### src/rtl/pipe_hazard_ctrl.sv
// pipe_hazard_ctrl
// ----------------
// Stall/flush generator for the five-stage pipeline. It drives the enable
// (stall) and clear (flush) controls of the F/D/E/M/W stage registers.
// It also tracks one outstanding sram-like instruction fetch and one data
// access, runs the divider busy counter, and sequences exception flushes.
// Exception flushes can be deferred behind a data access, and an instruction
// response that belongs to a flushed fetch is discarded.
//
// Handshake: a bus request is accepted in the cycle req & addr_ok. Its
// response is the single-cycle data_ok pulse that follows. Only one
// transaction per port may be in flight, so a new fetch may only be
// presented while inst_req_allow is 1.
//
// Ports:
//   clk, resetn                 clock, asynchronous active-low reset
//   inst_req/addr_ok/data_ok    instruction port handshake
//   data_req/addr_ok/data_ok    data port handshake (M stage)
//   div_start                   E-stage divide issues
//   load_use                    load-use hazard from the detector
//   exc_flush                   exception/eret commit from the M stage
//   inst_req_allow              1 when no fetch is outstanding
//   inst_resp_valid             inst_data_ok with stale responses removed
//   stallF..stallW              hold the stage register
//   flushF..flushW              clear the stage register
//   div_busy                    divider counter nonzero
module pipe_hazard_ctrl #(
    parameter int DIV_CYCLES = 34,
    parameter int CNT_W      = 6
) (
    input  logic clk,
    input  logic resetn,
    input  logic inst_req,
    input  logic inst_addr_ok,
    input  logic inst_data_ok,
    input  logic data_req,
    input  logic data_addr_ok,
    input  logic data_data_ok,
    input  logic div_start,
    input  logic load_use,
    input  logic exc_flush,
    output logic inst_req_allow,
    output logic inst_resp_valid,
    output logic stallF,
    output logic stallD,
    output logic stallE,
    output logic stallM,
    output logic stallW,
    output logic flushF,
    output logic flushD,
    output logic flushE,
    output logic flushM,
    output logic flushW,
    output logic div_busy
);

    localparam logic [CNT_W-1:0] DIV_LOAD = CNT_W'(DIV_CYCLES);
    localparam logic [CNT_W-1:0] CNT_ONE  = CNT_W'(1);

    logic             inst_pend_q, inst_pend_d;
    logic             data_pend_q, data_pend_d;
    logic             inst_discard_q, inst_discard_d;
    logic             exc_hold_q, exc_hold_d;
    logic [CNT_W-1:0] div_cnt_q, div_cnt_d;

    logic ds, vs, lu, is, ex, busy;

    // Raw stall sources
    assign busy = (div_cnt_q != '0);
    assign ds   = data_pend_q & ~data_data_ok;
    // The divider releases the pipe one cycle early, while the counter is at 1.
    assign vs   = busy & (div_cnt_q != CNT_ONE);
    assign lu   = load_use;
    assign is   = inst_pend_q & ~inst_data_ok;
    // An exception cannot flush M while its data access is still outstanding.
    assign ex   = (exc_flush | exc_hold_q) & ~ds;

    // State register
    always_ff @(posedge clk or negedge resetn) begin
        if (!resetn) begin
            inst_pend_q    <= 1'b0;
            data_pend_q    <= 1'b0;
            inst_discard_q <= 1'b0;
            exc_hold_q     <= 1'b0;
            div_cnt_q      <= '0;
        end else begin
            inst_pend_q    <= inst_pend_d;
            data_pend_q    <= data_pend_d;
            inst_discard_q <= inst_discard_d;
            exc_hold_q     <= exc_hold_d;
            div_cnt_q      <= div_cnt_d;
        end
    end

    // Next-state logic
    always_comb begin
        inst_pend_d    = inst_pend_q;
        data_pend_d    = data_pend_q;
        inst_discard_d = inst_discard_q;
        exc_hold_d     = exc_hold_q;
        div_cnt_d      = div_cnt_q;

        // A new acceptance wins over a same-cycle response: the pipe stays busy.
        if (inst_req & inst_addr_ok)  inst_pend_d = 1'b1;
        else if (inst_data_ok)        inst_pend_d = 1'b0;

        if (data_req & data_addr_ok)  data_pend_d = 1'b1;
        else if (data_data_ok)        data_pend_d = 1'b0;

        if (!busy) begin
            if (div_start) div_cnt_d = DIV_LOAD;
        end else begin
            div_cnt_d = div_cnt_q - CNT_ONE;
        end

        if (ex)                    exc_hold_d = 1'b0;
        else if (ds & exc_flush)   exc_hold_d = 1'b1;

        // The fetch in flight at flush time returns a stale instruction.
        if (ex & is)               inst_discard_d = 1'b1;
        else if (inst_data_ok)     inst_discard_d = 1'b0;
    end

    // Output logic
    always_comb begin
        inst_req_allow  = 1'b1;
        inst_resp_valid = 1'b0;
        div_busy        = 1'b0;
        stallF = 1'b0; stallD = 1'b0; stallE = 1'b0; stallM = 1'b0; stallW = 1'b0;
        flushF = 1'b0; flushD = 1'b0; flushE = 1'b0; flushM = 1'b0; flushW = 1'b0;

        // Held in reset, outputs show the idle pattern whatever the inputs do.
        if (resetn) begin
            inst_req_allow  = ~inst_pend_q | inst_data_ok;
            inst_resp_valid = inst_data_ok & ~inst_discard_q;
            div_busy        = busy;

            if (ex) begin
                flushF = 1'b1; flushD = 1'b1; flushE = 1'b1; flushM = 1'b1;
            end else if (ds) begin
                stallF = 1'b1; stallD = 1'b1; stallE = 1'b1; stallM = 1'b1;
                flushW = 1'b1;
            end else if (vs) begin
                stallF = 1'b1; stallD = 1'b1; stallE = 1'b1;
                flushM = 1'b1;
            end else if (lu) begin
                stallF = 1'b1; stallD = 1'b1;
                flushE = 1'b1;
            end else if (is) begin
                stallF = 1'b1;
                flushD = 1'b1;
            end
        end
    end

endmodule

### config.mk
export PLATFORM = sky130hd
export DESIGN_NAME = pipe_hazard_ctrl
export DESIGN_NICKNAME = d
export VERILOG_FILES = /design/src/rtl/pipe_hazard_ctrl.sv
export SDC_FILE = /design/constraint.sdc
export NUM_CORES = 1
export LEC_CHECK = 0
export ABC_AREA = 1
export BUFFER_PORTS_ARGS = -buffer_cell sky130_fd_sc_hd__clkbuf_2
export CAP_MARGIN = 20
export CORE_ASPECT_RATIO = 0.9
export CORE_UTILIZATION = 40
export CTS_CLUSTER_DIAMETER = 40
export CTS_CLUSTER_SIZE = 40
export DETAILED_ROUTE_END_ITERATION = 10
export GPL_ROUTABILITY_DRIVEN = 1
export PLACE_DENSITY = 0.67
export SKIP_LAST_GASP = 1
export SLEW_MARGIN = 20
export SYNTH_ARGS = -nofsm -noshare
export SYNTH_HDL_FRONTEND = slang
export SYNTH_SLANG_ARGS = --single-unit
### constraint.sdc
create_clock -name clk -period 2.9 [get_ports clk]
set_input_delay 0.145 -clock clk [delete_from_list [all_inputs] [get_ports clk]]
set_output_delay 0.145 -clock clk [all_outputs]
set_load 0.01 [all_outputs]
Word level (Yosys, flattened, before mapping)
Index checks and enable logic that the tools add are counted.
{"block": "word_totals", "register_bits": 10, "latchBits": 0, "ramBits": 0, "romBits": 0, "out_inout_bits": 13, "memories": 0}
{"block": "classes", "addsub": 1, "n_mul": 0, "div": 0, "n_lt_le_gt_ge": 0, "eq_ne": 1, "shift": 0, "n_mux": 44, "bitwise_logic": 16, "reduce_logical": 6}
{"operator": "$mux 1", "count": 42}
{"operator": "$mux 6", "count": 2}
{"operator": "$reduce_bool 2->1", "count": 5}
{"operator": "$and 1x1->1", "count": 9}
{"operator": "$ne 6x1->1 const B", "count": 1}
{"operator": "$reduce_bool 6->1", "count": 1}
{"operator": "$sub 6x1->6 const B", "count": 1}
{"operator": "$not 1->1", "count": 5}
{"operator": "$or 1x1->1", "count": 2}

Depth between registers and ports, before layout
Gate-level depths: netlist (run 1).
{"block": "logic_depth", "word_depth": 8, "mapped_depth": 7, "ltp_nobuf": 7}

Worst setup path after synthesis (run 1)
Ideal clock, no wire load.
{"block": "synth_timing", "path_kind": "reg-to-output", "startpoint": "register div_cnt_q[0]", "endpoint": "output stallE", "arrival_ns": 1.223, "required_ns": 2.755, "slack_ns": 1.532, "path_stages_with_launch": 6, "path_buffers": 0, "cell_sequence": "dfrtp_1 > inv_1 > ha_1 > nor2_1 > nor2_4 > a21boi_0"}
{"block": "synth_between", "elab_chain_len": 6, "elab_cells_between_ends": 7}
{"element": "from (decl)", "line": "64", "source": "logic [CNT_W-1:0] div_cnt_q, div_cnt_d;"}
{"element": "from (signal assigned)", "line": "91", "source": "div_cnt_q <= div_cnt_d;"}
{"element": "$ne 6x1->1 / $reduce_bool 6->1 (equally long branches)", "line": "72, 69"}
{"element": "$and 1x1->1 *", "line": "72", "source": "assign vs = busy & (div_cnt_q != CNT_ONE);"}
{"element": "$mux 1 *", "line": "143", "source": "end else if (vs) begin"}
{"element": "$mux 1 *", "line": "140", "source": "end else if (ds) begin"}
{"element": "$mux 1 *", "line": "138", "source": "if (ex) begin"}
{"element": "$mux 1 *", "line": "133", "source": "if (resetn) begin"}
{"element": "to (decl)", "line": "46", "source": "output logic stallE,"}
Mark *: on every way between the ends. The rest lies on a longest branch, timed or not.

Worst setup path in the final report (run 1)
{"block": "layout_timing", "startpoint": "input resetn", "endpoint": "output stallE"}
{"block": "layout_between", "elab_chain_len": 1}
{"element": "from (decl)", "line": "32", "source": "input logic resetn,"}
{"element": "$mux 1", "line": "133"}
Every way passes these cells.

==> results of run 1 <==
[report_power, final]
group	leakage [nW]	switching [mW]	internal, mW
Combinational	0.333	0.159	0.104
Clock	0.0210	0.0480	0.0762
Sequential	0.123	0.0477	0.189
[logic make-up (layout without fill, tap and decap cells)]
| group | Yosys count | after routing |
|---|---|---|
| and+or+nand+nor | 44 | 44 |
| buffers and inverters | 20 | 45 |
| DFF | 10 | 10 |
| AOI/OAI and AO/OA | 9 | 9 |
| adders and majority gates | 3 | 3 |
| other | 1 | 1 |
| xor gates and xnor gates | 1 | 1 |
[worst paths after layout]
kind	startpoint	end	slack, ps	depth (start not counted)
worst max-delay path	resetn	stallE	1080	6
min in group asynchronous	resetn	div_cnt_q[4]	310	2
worst min register to register	exc_hold_q	exc_hold_q	510	2
worst min-delay path	inst_data_ok	inst_discard_q	50	2
worst max register to register	div_cnt_q[0]	div_cnt_q[0]	1700	6
max in group asynchronous	resetn	div_cnt_q[3]	2340	2
[registers in the layout, indices dropped and copies added (netlist names)]
name / flops
div_cnt_q: 6
data_pend_q: 1
exc_hold_q: 1
inst_discard_q: 1
inst_pend_q: 1
[layout make-up]
type	count	area (sq um)	share of cell area
clock buffers	4	36.3	0.0441
inverters	18	67.6	0.0822
multi-input cells	58	320	0.390
flip-flops and latches	10	250	0.304
well taps	22	27.5	0.0335
repair buffers	23	120	0.146
[metal layers]
layer,vias to the layer above,track usage
met4,0,0.0455
met1,222,0.214
met5,-,0
li1,316,-
met2,11,0.176
met3,0,0.0811
[cells in the mapped netlist, drive strengths merged]
cell type / count
nand2: 20
nand4: 2
inv: 18
a21boi: 1
o21ai: 4
conb: 1
nand3: 5
nor3: 1
a21oi: 4
buf: 2
dfrtp: 10
nor2: 16
ha: 3
xor2: 1
[per-stage QoR]
step	instance area, sq um	utilization	hold WS (ps)
final	822	0.555	45.7
after CTS	822	0.555	34.7
after floorplan	653	-	-151
after detailed placement	776	0.524	64.3
after global placement	776	0.524	63.0
after global routing	822	0.555	34.6
==> out/results.txt, run 1 <==
Critical Setup Path Class = input port to primary output
Worst path buffer plus inverter count = 4
Synth Register Bits = 10
Clock Sinks = 10
Antenna diode instance count = 0
Number of H-tree levels = 1
Fraction of the mapped netlist area in simple logic gates = 0.341
Layout-stage area growth over the synthesis result = 25.9%
Maxcap violations = 0
Vert. Die Dim = 40.3 microns
Family with the most delay on the worst path = buffers and inverters
Kind of end point of the critical path = primary output
Area fraction in compound gates after synthesis = 0.0728
Final total power = 0.623 mW
Synthesized-area fraction occupied by adder cells = 0.0575
Clock Tree Buf Depth = 2
Yosys warning count = 0
Leakage dissipation = 0.478 nW
Largest cells by area after synthesis = dfrtp_1 38%, nand2_1 11%, inv_1 10%
Fraction of final layout cells with drive strength greater than 1 = 0.301
Critical Path AT = 1670 ps
Type of origin of the critical path = input port
Mean cell area of the mapped netlist = 7.42 sq um
Die Outline Area = 1800 sq um
Clock insertion delay at the later pin of the skew report = 270 ps
Period Utilization, post-route = 0.627
Required time at the endpoint of the critical path = 2760 ps
Via-to-Cell Ratio = 4.07
Die extent in x = 44.6 microns
Residual overflow from global routing = 0
Seq/Total Area, Yosys = 0.383
Number of global-route vias before repair = 408
Post-CTS repair timing setup buffer count = 0
Largest area contributor in the synthesized netlist = dfrtp_1
Power density of the placed cells = 758 nW/um^2
Port Buf Inserts = 22
I/O pin count = 24
Cell repeated most along the worst path = clkbuf_2
Synthesized netlist net count = 102
Final critical path time including I/O delays and setup = 1820 ps
Resized cells post-CTS = 0
Number of remaining DRC errors = 0
Clock-pin slew reported for the worst setup and hold paths after clock tree synthesis = 60 ps
Wirelength, routed = 1.15 mm
Main combinational cell family by area after synthesis = simple AND/OR/NAND/NOR gates
Result of the run = complete, no violations
Hold violation total from the final report = 0
Post-layout instance count excluding filler cells = 135
Clock tree skew after final layout = 5.77 ps
Highest Clock Rate = 0.550 GHz
Dpl hpwl = 926 microns
Placed Instances = 130
Post-synth cell types = 18
Class of the tightest hold or removal check = input port to flip-flop
Final-layout fill cell count = 157
First-pass iteration count of the detailed router = 4
Post-Syn Instances = 88
Routed length on met2 = 473 microns
Post-placement setup slack = 1480 ps
Setup ws final = 1080 ps
Top-area cell type share of the netlist area = 0.383
Summed instance area of the synthesized netlist = 653 sq um
Commonest cells after routing, fill and taps aside = 22 x clkbuf_2, 19 x nand2_1, 18 x inv_1, 11 x nor2_1, 10 x dfrtp_1
Total vias in the final route = 549
Top layer in use = met3
Pins Over Slew Limit = 0
Total negative setup slack = 0 ps
ANT nets after route = 0
Placeable core region = 1480 sq um
Initial antenna violation count = 0
Synth Area in XOR/XNOR = 0.0134
Maximum number of pins on one net before global-route repair = 16
Endpoints failing setup = 0
VDD IR-drop max = 518 uV
TritonCTS buffer count = 3
Drt first-iter violations = 13
Number of standard-cell rows in the floorplan = 13
Final Wtd Congestion = 0.792
Mean routed wirelength per cell = 8.50 microns
Library cell contributing the largest single delay on the critical path = dlygate4sd3_1
Initial cell density of the core = 0.441
Largest incremental delay on the critical path = 520 ps
Wl on met1 = 613 microns
Setup repair after global routing missed its margin = false
Worst-path maximum fanout = 15
Multiplexer share of the synthesized area = 0
Most common cell after layout, fill and taps aside = clkbuf_2
First-pass GRT wire length = 1.75 mm
Global-route usage over all layers = 0.147
Final Net Count = 128
Met3 Routed Length = 60 microns
Root Buffer Master = clkbuf_4
Clock tree from TritonCTS = yes
Chain of cells forming the critical path = dlygate4sd3_1 -> clkbuf_2 -> inv_1 -> nor2_1 -> a21boi_0 -> clkbuf_2
Hold_buf cts = 1
No activity file was read; power rests on OpenSTA's default activity.
==> run 2, diff against run 1 <==
Clock period 2.9 ns to 1.8 ns, I/O delays scaled along.
==> run 2 against run 1 <==
Effect of this change:
- utilization up 1.9 points
- sequential cell count unchanged
- final cell count up 2.2%
- sequential share of layout area down 0.99 points
- sequential power up 62%
- worst setup slack worse by 960 ps
- largest cell class unchanged
- highest routed layer is now met4
==> out/results.txt, run 2 (synthesized netlist as in run 1, its figures left out) <==
Number of global-route vias before repair = 458 (was 408)
Type of origin of the critical path = flip-flop (was input port)
Worst-path maximum fanout = 5 (was 15)
Kind of end point of the critical path = primary output (unchanged)
Maxcap violations = 0 (unchanged)
Clock Tree Buf Depth = 2 (unchanged)
Final total power = 1.01 mW (was 0.623 mW)
Global-route usage over all layers = 0.160 (was 0.147)
Power density of the placed cells = 1190 nW/um^2 (was 758 nW/um^2)
VDD IR-drop max = 717 uV (was 518 uV)
Endpoints failing setup = 0 (unchanged)
Initial antenna violation count = 0 (unchanged)
Via-to-Cell Ratio = 4.33 (was 4.07)
Clock Sinks = 10 (unchanged)
Critical Setup Path Class = flip-flop to primary output (was input port to primary output)
Commonest cells after routing, fill and taps aside = 22 x clkbuf_2, 19 x nand2_1, 18 x inv_1, 11 x nor2_1, 10 x dfrtp_1 (unchanged)
Root Buffer Master = clkbuf_4 (unchanged)
Antenna diode instance count = 0 (unchanged)
Final critical path time including I/O delays and setup = 1670 ps
Register with the highest flop count = div_cnt_q (unchanged)
Placeable core region = 1480 sq um (unchanged)
Resized cells post-CTS = 0 (unchanged)
Wl on met1 = 595 microns (was 613 microns)
TritonCTS buffer count = 3 (unchanged)
Residual overflow from global routing = 0 (unchanged)
Hold violation total from the final report = 0 (unchanged)
Multi-input gate area in the final layout = 320 sq um (unchanged)
Vert. Die Dim = 40.3 microns (unchanged)
Total vias in the final route = 597 (was 549)
I/O pin count = 24 (unchanged)
First-pass iteration count of the detailed router = 5 (was 4)
Die Outline Area = 1800 sq um (unchanged)
Clock insertion delay at the later pin of the skew report = 270 ps (about the same)
Number of H-tree levels = 1 (unchanged)
Post-CTS repair timing setup buffer count = 0 (unchanged)
Summed area of non-filler cells in the final layout = 850 sq um (was 822 sq um)
Clock-pin slew reported for the worst setup and hold paths after clock tree synthesis = 60 ps (about the same)
Number of flip-flops under the largest register name = 6 (unchanged)
Clock tree from TritonCTS = yes (unchanged)
Drt first-iter violations = 10 (was 13)
Critical Path AT = 1580 ps (was 1670 ps)
Dpl hpwl = 969 microns (was 926 microns)
First-pass GRT wire length = 1.88 mm (was 1.75 mm)
Sequential cell area = 250 sq um (unchanged)
Hold_buf cts = 2 (was 1)
Mean routed wirelength per cell = 8.96 microns (was 8.50 microns)
Final Wtd Congestion = 0.799 (was 0.792)
Final-layout fill cell count = 149 (was 157)
Port Buf Inserts = 22 (unchanged)
Required time at the endpoint of the critical path = 1710 ps (was 2760 ps)
Period Utilization, post-route = 0.930
Class of the tightest hold or removal check = input port to flip-flop (unchanged)
Total negative setup slack = 0 ps (unchanged)
Initial cell density of the core = 0.441 (unchanged)
Maximum number of pins on one net before global-route repair = 15 (was 16)
Layout-stage area growth over the synthesis result = 30.1% (was 25.9%)
Highest Clock Rate = 0.597 GHz
Final Net Count = 131 (was 128)
Number of remaining DRC errors = 0 (unchanged)
Setup repair after global routing missed its margin = false (unchanged)
Met3 Routed Length = 67 microns (was 60 microns)
Fraction of final layout cells with drive strength greater than 1 = 0.302 (was 0.301)
Most common cell after layout, fill and taps aside = clkbuf_2 (unchanged)
Placement Cell Area = 783 sq um (was 776 sq um)
Clock tree skew after final layout = 1.54 ps (was 5.77 ps)
Number of standard-cell rows in the floorplan = 13 (unchanged)
Result of the run = complete, no violations (unchanged)
Wirelength, routed = 1.24 mm (was 1.15 mm)
Routed length on met2 = 547 microns (was 473 microns)
Top layer in use = met4 (was met3)
Die extent in x = 44.6 microns (unchanged)
Leakage dissipation = 0.491 nW (was 0.478 nW)
ANT nets after route = 0 (unchanged)
Pins Over Slew Limit = 0 (unchanged)
-- run 2: area by class of cell --
| cell class | instances | share of cell area |
|---|---|---|
| inverters | 18 | 0.0795 |
| clock buffers | 4 | 0.0427 |
| repair buffers | 26 | 0.174 |
| flip-flops and latches | 10 | 0.295 |
| multi-input cells | 58 | 0.377 |
| well taps | 22 | 0.0324 |
-- run 2: final timing paths --
path                              startpoint           end  slack [ps]  cells past startpoint
worst max-delay path            div_cnt_q[0]        stallE         130                      6
max in group asynchronous             resetn  div_cnt_q[3]        1350                      3
worst max register to register  div_cnt_q[0]  div_cnt_q[0]         600                      5
worst min-delay path            data_addr_ok   data_pend_q          20                      3
min in group asynchronous             resetn  div_cnt_q[5]         290                      3
worst min register to register    exc_hold_q    exc_hold_q         510                      2
-- run 2: critical path: stages, from the launching register on --
cell and delay (ps):
dfrtp_1 410, inv_1 80, ha_1 230, nor2_1 190, nor2_4 80, a21boi_0 170
clkbuf_2 160
-- run 2: layer usage --
metal | up-vias | GRT usage
met1 | 255 | 0.205
met4 | 0 | 0.0909
li1 | 322 | -
met3 | 5 | 0.0811
met5 | - | 0
met2 | 15 | 0.217
-- run 2: stage by stage --
stage               std cells  setup WS [ps]  hold WS, ps   util
finish                    138            125         20.9  0.574
global route              138           23.4         5.37  0.574
CTS                       137            118         9.20  0.567
detailed placement        131            416         45.6  0.529
global placement          131            454         44.7  0.529
floorplan                  88            487         -206      -
-- run 2: power breakdown --
| group | switching [mW] | internal, mW |
|---|---|---|
| clock | 0.0786 | 0.123 |
| sequential | 0.0794 | 0.304 |
| combinational | 0.257 | 0.170 |
==> run 3, diff against run 2 <==
Settings changed: ABC_AREA 1 to 0, CELL_PAD_IN_SITES_DETAIL_PLACEMENT set to 2, CELL_PAD_IN_SITES_GLOBAL_PLACEMENT set to 2, CORE_UTILIZATION 40 to 25, PLACE_DENSITY 0.67 to not set, PLACE_DENSITY_LB_ADDON set to 0.1.
==> run 3 against run 2 <==
Effect of this change:
- final area grew 0.15%
- register-to-register slack lost 190 ps
- power grew 11%
- combinational power grew 38%
- clock-buffer cell count shrank 1
- synthesized area shrank 5.0%
- critical path depth shrank 2
- sequential cell count is the same
- worst setup slack lost 70 ps
- utilization shrank 20 points
- via count grew 4.2%
- sequential share of layout area grew 0.10 points
- highest routed layer unchanged
==> out/results.txt, run 3 <==
Placeable core region = 2260 sq um (was 1480 sq um)
Die Outline Area = 2690 sq um (was 1800 sq um)
Post-synth cell types = 25 (was 18)
Largest cells by area after synthesis = dfrtp_1 40%, nor2_1 6.7%, ha_1 6.0% (was dfrtp_1 38%, nand2_1 11%, inv_1 10%)
Startpoint of the worst setup timing path = div_cnt_q[4] (was div_cnt_q[0])
Routed length on met2 = 801 microns (was 547 microns)
Endpoints failing setup = 0 (unchanged)
Endpoint of the most critical register-to-register path = div_cnt_q[4] (was div_cnt_q[0])
Commonest cells after routing, fill and taps aside = 20 x clkbuf_2, 11 x nor2_1, 9 x nand2_1, 9 x dfrtp_1, 7 x buf_4 (was 22 x clkbuf_2, 19 x nand2_1, 18 x inv_1, 11 x nor2_1, 10 x dfrtp_1)
Worst path buffer plus inverter count = 1 (was 2)
Library cell contributing the largest single delay on the critical path = or4_4 (was dfrtp_1)
Clock tree from TritonCTS = yes (unchanged)
Setup repair after global routing missed its margin = true (was false)
Number of standard-cell rows in the floorplan = 16 (was 13)
Number of remaining DRC errors = 0 (unchanged)
Hold path startpoint = inst_data_ok (was data_addr_ok)
Top-area cell type share of the netlist area = 0.403 (was 0.383)
Total negative setup slack = 0 ps (unchanged)
Wl on met1 = 873 microns (was 595 microns)
Die extent in x = 54.5 microns (was 44.6 microns)
Clock Tree Buf Depth = 2 (unchanged)
Cell depth of the worst flop-to-flop path = 5 (unchanged)
Critical Path AT = 1660 ps (was 1580 ps)
Clock insertion delay at the later pin of the skew report = 260 ps (was 270 ps)
Class of the tightest hold or removal check = input port to flip-flop (unchanged)
Highest Clock Rate = 0.573 GHz (was 0.597 GHz)
Worst-path maximum fanout = 3 (was 5)
Kind of end point of the critical path = primary output (unchanged)
Final Wtd Congestion = 0.761 (was 0.799)
Period Utilization, post-route = 0.970 (was 0.930)
Global-route usage over all layers = 0.152 (was 0.160)
Layout-stage area growth over the synthesis result = 37.1% (was 30.1%)
Worst hold path stage count = 2 (was 3)
Total vias in the final route = 622 (was 597)
Initial antenna violation count = 0 (unchanged)
First-pass iteration count of the detailed router = 2 (was 5)
First-pass GRT wire length = 2.91 mm (was 1.88 mm)
Vert. Die Dim = 49.3 microns (was 40.3 microns)
End of the worst hold path = inst_discard_q (was data_pend_q)
Post-Syn Instances = 73 (was 88)
Most common cell after layout, fill and taps aside = clkbuf_2 (unchanged)
Hold violation total from the final report = 0 (unchanged)
Mean cell area of the mapped netlist = 8.50 sq um (was 7.42 sq um)
Met3 Routed Length = 81 microns (was 67 microns)
I/O pin count = 24 (unchanged)
Number of flip-flops under the largest register name = 6 (unchanged)
Via-to-Cell Ratio = 4.75 (was 4.33)
Cell with the most instances after synthesis = nor2_1 (was nand2_1)
Clock Sinks = 10 (unchanged)
Family with the most delay on the worst path = simple AND/OR/NAND/NOR gates (was flip-flops)
Top layer in use = met4 (unchanged)
Largest area contributor in the synthesized netlist = dfrtp_1 (unchanged)
Port Buf Inserts = 22 (unchanged)
Synth Register Bits = 10 (unchanged)
Critical Setup Path Class = flip-flop to primary output (unchanged)
TritonCTS buffer count = 3 (unchanged)
Worst R2R Setup Slack = 410 ps (was 600 ps)
Pins Over Slew Limit = 0 (unchanged)
Required time at the endpoint of the critical path = 1710 ps (about the same)
Residual overflow from global routing = 0 (unchanged)
Largest incremental delay on the critical path = 550 ps (was 410 ps)
Fraction of final layout cells with drive strength greater than 1 = 0.375 (was 0.302)
Dpl hpwl = 1.34 mm (was 969 microns)
Yosys warning count = 0 (unchanged)
Clock-pin slew reported for the worst setup and hold paths after clock tree synthesis = 60 ps (about the same)
Clock tree skew after final layout = 1.13 ps (was 1.54 ps)
Maxcap violations = 0 (unchanged)
Leakage dissipation = 0.424 nW (was 0.491 nW)
Final-layout fill cell count = 283 (was 149)
Most used flip-flop cell after synthesis = dfrtp_1 (unchanged)
Maximum number of pins on one net before global-route repair = 14 (was 15)
Summed instance area of the synthesized netlist = 621 sq um (was 653 sq um)
Power density of the placed cells = 1320 nW/um^2 (was 1190 nW/um^2)
Antenna diode instance count = 0 (unchanged)
Wirelength, routed = 1.77 mm (was 1.24 mm)
Type of origin of the critical path = flip-flop (unchanged)
Chain of cells forming the critical path = or4_4 -> o31a_1 -> nor2_2 -> buf_2 (was inv_1 -> ha_1 -> nor2_1 -> nor2_4 -> a21boi_0 -> clkbuf_2)
Root Buffer Master = clkbuf_4 (unchanged)
Synth cell count leaders = 11 x nor2_1, 10 x dfrtp_1, 9 x nand2_1 (was 19 x nand2_1, 18 x inv_1, 11 x nor2_1)
Reg-to-reg critical path startpoint = div_cnt_q[1] (was div_cnt_q[0])
Synthesized netlist net count = 87 (was 102)
Final total power = 1.12 mW (was 1.01 mW)
Initial cell density of the core = 0.274 (was 0.441)
Final critical path time including I/O delays and setup = 1750 ps (was 1670 ps)
VDD IR-drop max = 619 uV (was 717 uV)
Post-synth EDFFs = 0 (unchanged)
Mean routed wirelength per cell = 13.5 microns (was 8.96 microns)
ANT nets after route = 0 (unchanged)
Result of the run = complete, no violations (unchanged)
Seq/Total Area, Yosys = 0.403 (was 0.383)
Final Net Count = 120 (was 131)
Number of H-tree levels = 1 (unchanged)
Register with the highest flop count = div_cnt_q (unchanged)
Number of global-route vias before repair = 616 (was 458)
Drt first-iter violations = 5 (was 10)
Fraction of synthesis flops using an asynchronous set or reset pin = 1.00 (unchanged)
[run 3: logic make-up after synthesis]
| logic type | Yosys count | share of synthesized area |
|---|---|---|
| buf+inv | 5 | 0.0423 |
| other cells | 1 | 0.00604 |
| fa+ha+maj | 3 | 0.0605 |
| flops | 10 | 0.403 |
| xor+xnor | 3 | 0.0423 |
| mux | 1 | 0.0161 |
| simple gates | 34 | 0.272 |
| compound gates | 16 | 0.157 |
[run 3: timing repair]
action / CTS / global route
endpoints found under the setup margin: 3 / 4
pin swaps: 2 / 3
resized for setup: 3 / 6
hold buffers: 1 / 0
cloned: 0 / 0
endpoints found under the hold margin: 10 / 0
buffers inserted: 4 / 1
[run 3: final cells by class]
cell class | instances | area, sq um | share of cell area
Multi-Input combinational cell | 58 | 359 | 0.422
Sequential cell | 10 | 251 | 0.296
Timing Repair Buffer | 30 | 173 | 0.203
Tap cell | 27 | 33.8 | 0.0397
Clock buffer | 3 | 22.5 | 0.0265
Inverter | 3 | 11.3 | 0.0132
[run 3: worst max path at each step]
stage,end,slack [ps],cells past startpoint
2_1_floorplan,flushD,340,3
3_3_place_gp,flushD,260,4
3_5_place_dp,stallD,210,6
4_1_cts,flushD,30,4
5_1_grt,div_busy,-40,5
6_report,flushD,50,4
[run 3: power by group]
| group | total, mW | switching, mW | internal [mW] | leakage, nW |
|---|---|---|---|---|
| combinational | 0.591 | 0.303 | 0.288 | 0.289 |
| clock | 0.150 | 0.0728 | 0.0771 | 0.0138 |
| sequential | 0.384 | 0.0759 | 0.308 | 0.121 |
| total | 1.12 | 0.452 | 0.673 | 0.424 |
[run 3: worst reg2reg max path: stages, from the launching register on]
cell and delay (ps):
dfrtp_1 420, inv_2 140, ha_1 200, nor3b_1 280, xnor2_1 180, nor2_1 60
[run 3: metal layers]
| layer | GRT usage | vias to the layer above |
|---|---|---|
| li1 | - | 307 |
| met1 | 0.207 | 295 |
| met2 | 0.230 | 18 |
| met3 | 0.0280 | 2 |
| met4 | 0.0641 | 0 |
| met5 | 0 | - |
[run 3: metrics by stage]
stage                     hold WS (ps)  instances  worst slack (ps)  instance area (sq um)  utilization
after global routing              22.0        131             -40.1                    851        0.376
after detailed placement           113        122               206                    764        0.338
after floorplan                   -206         73               345                    621            -
final                             17.2        131              54.9                    851        0.376
after CTS                         11.7        130              25.7                    831        0.367
after global placement             114        122               255                    764        0.338
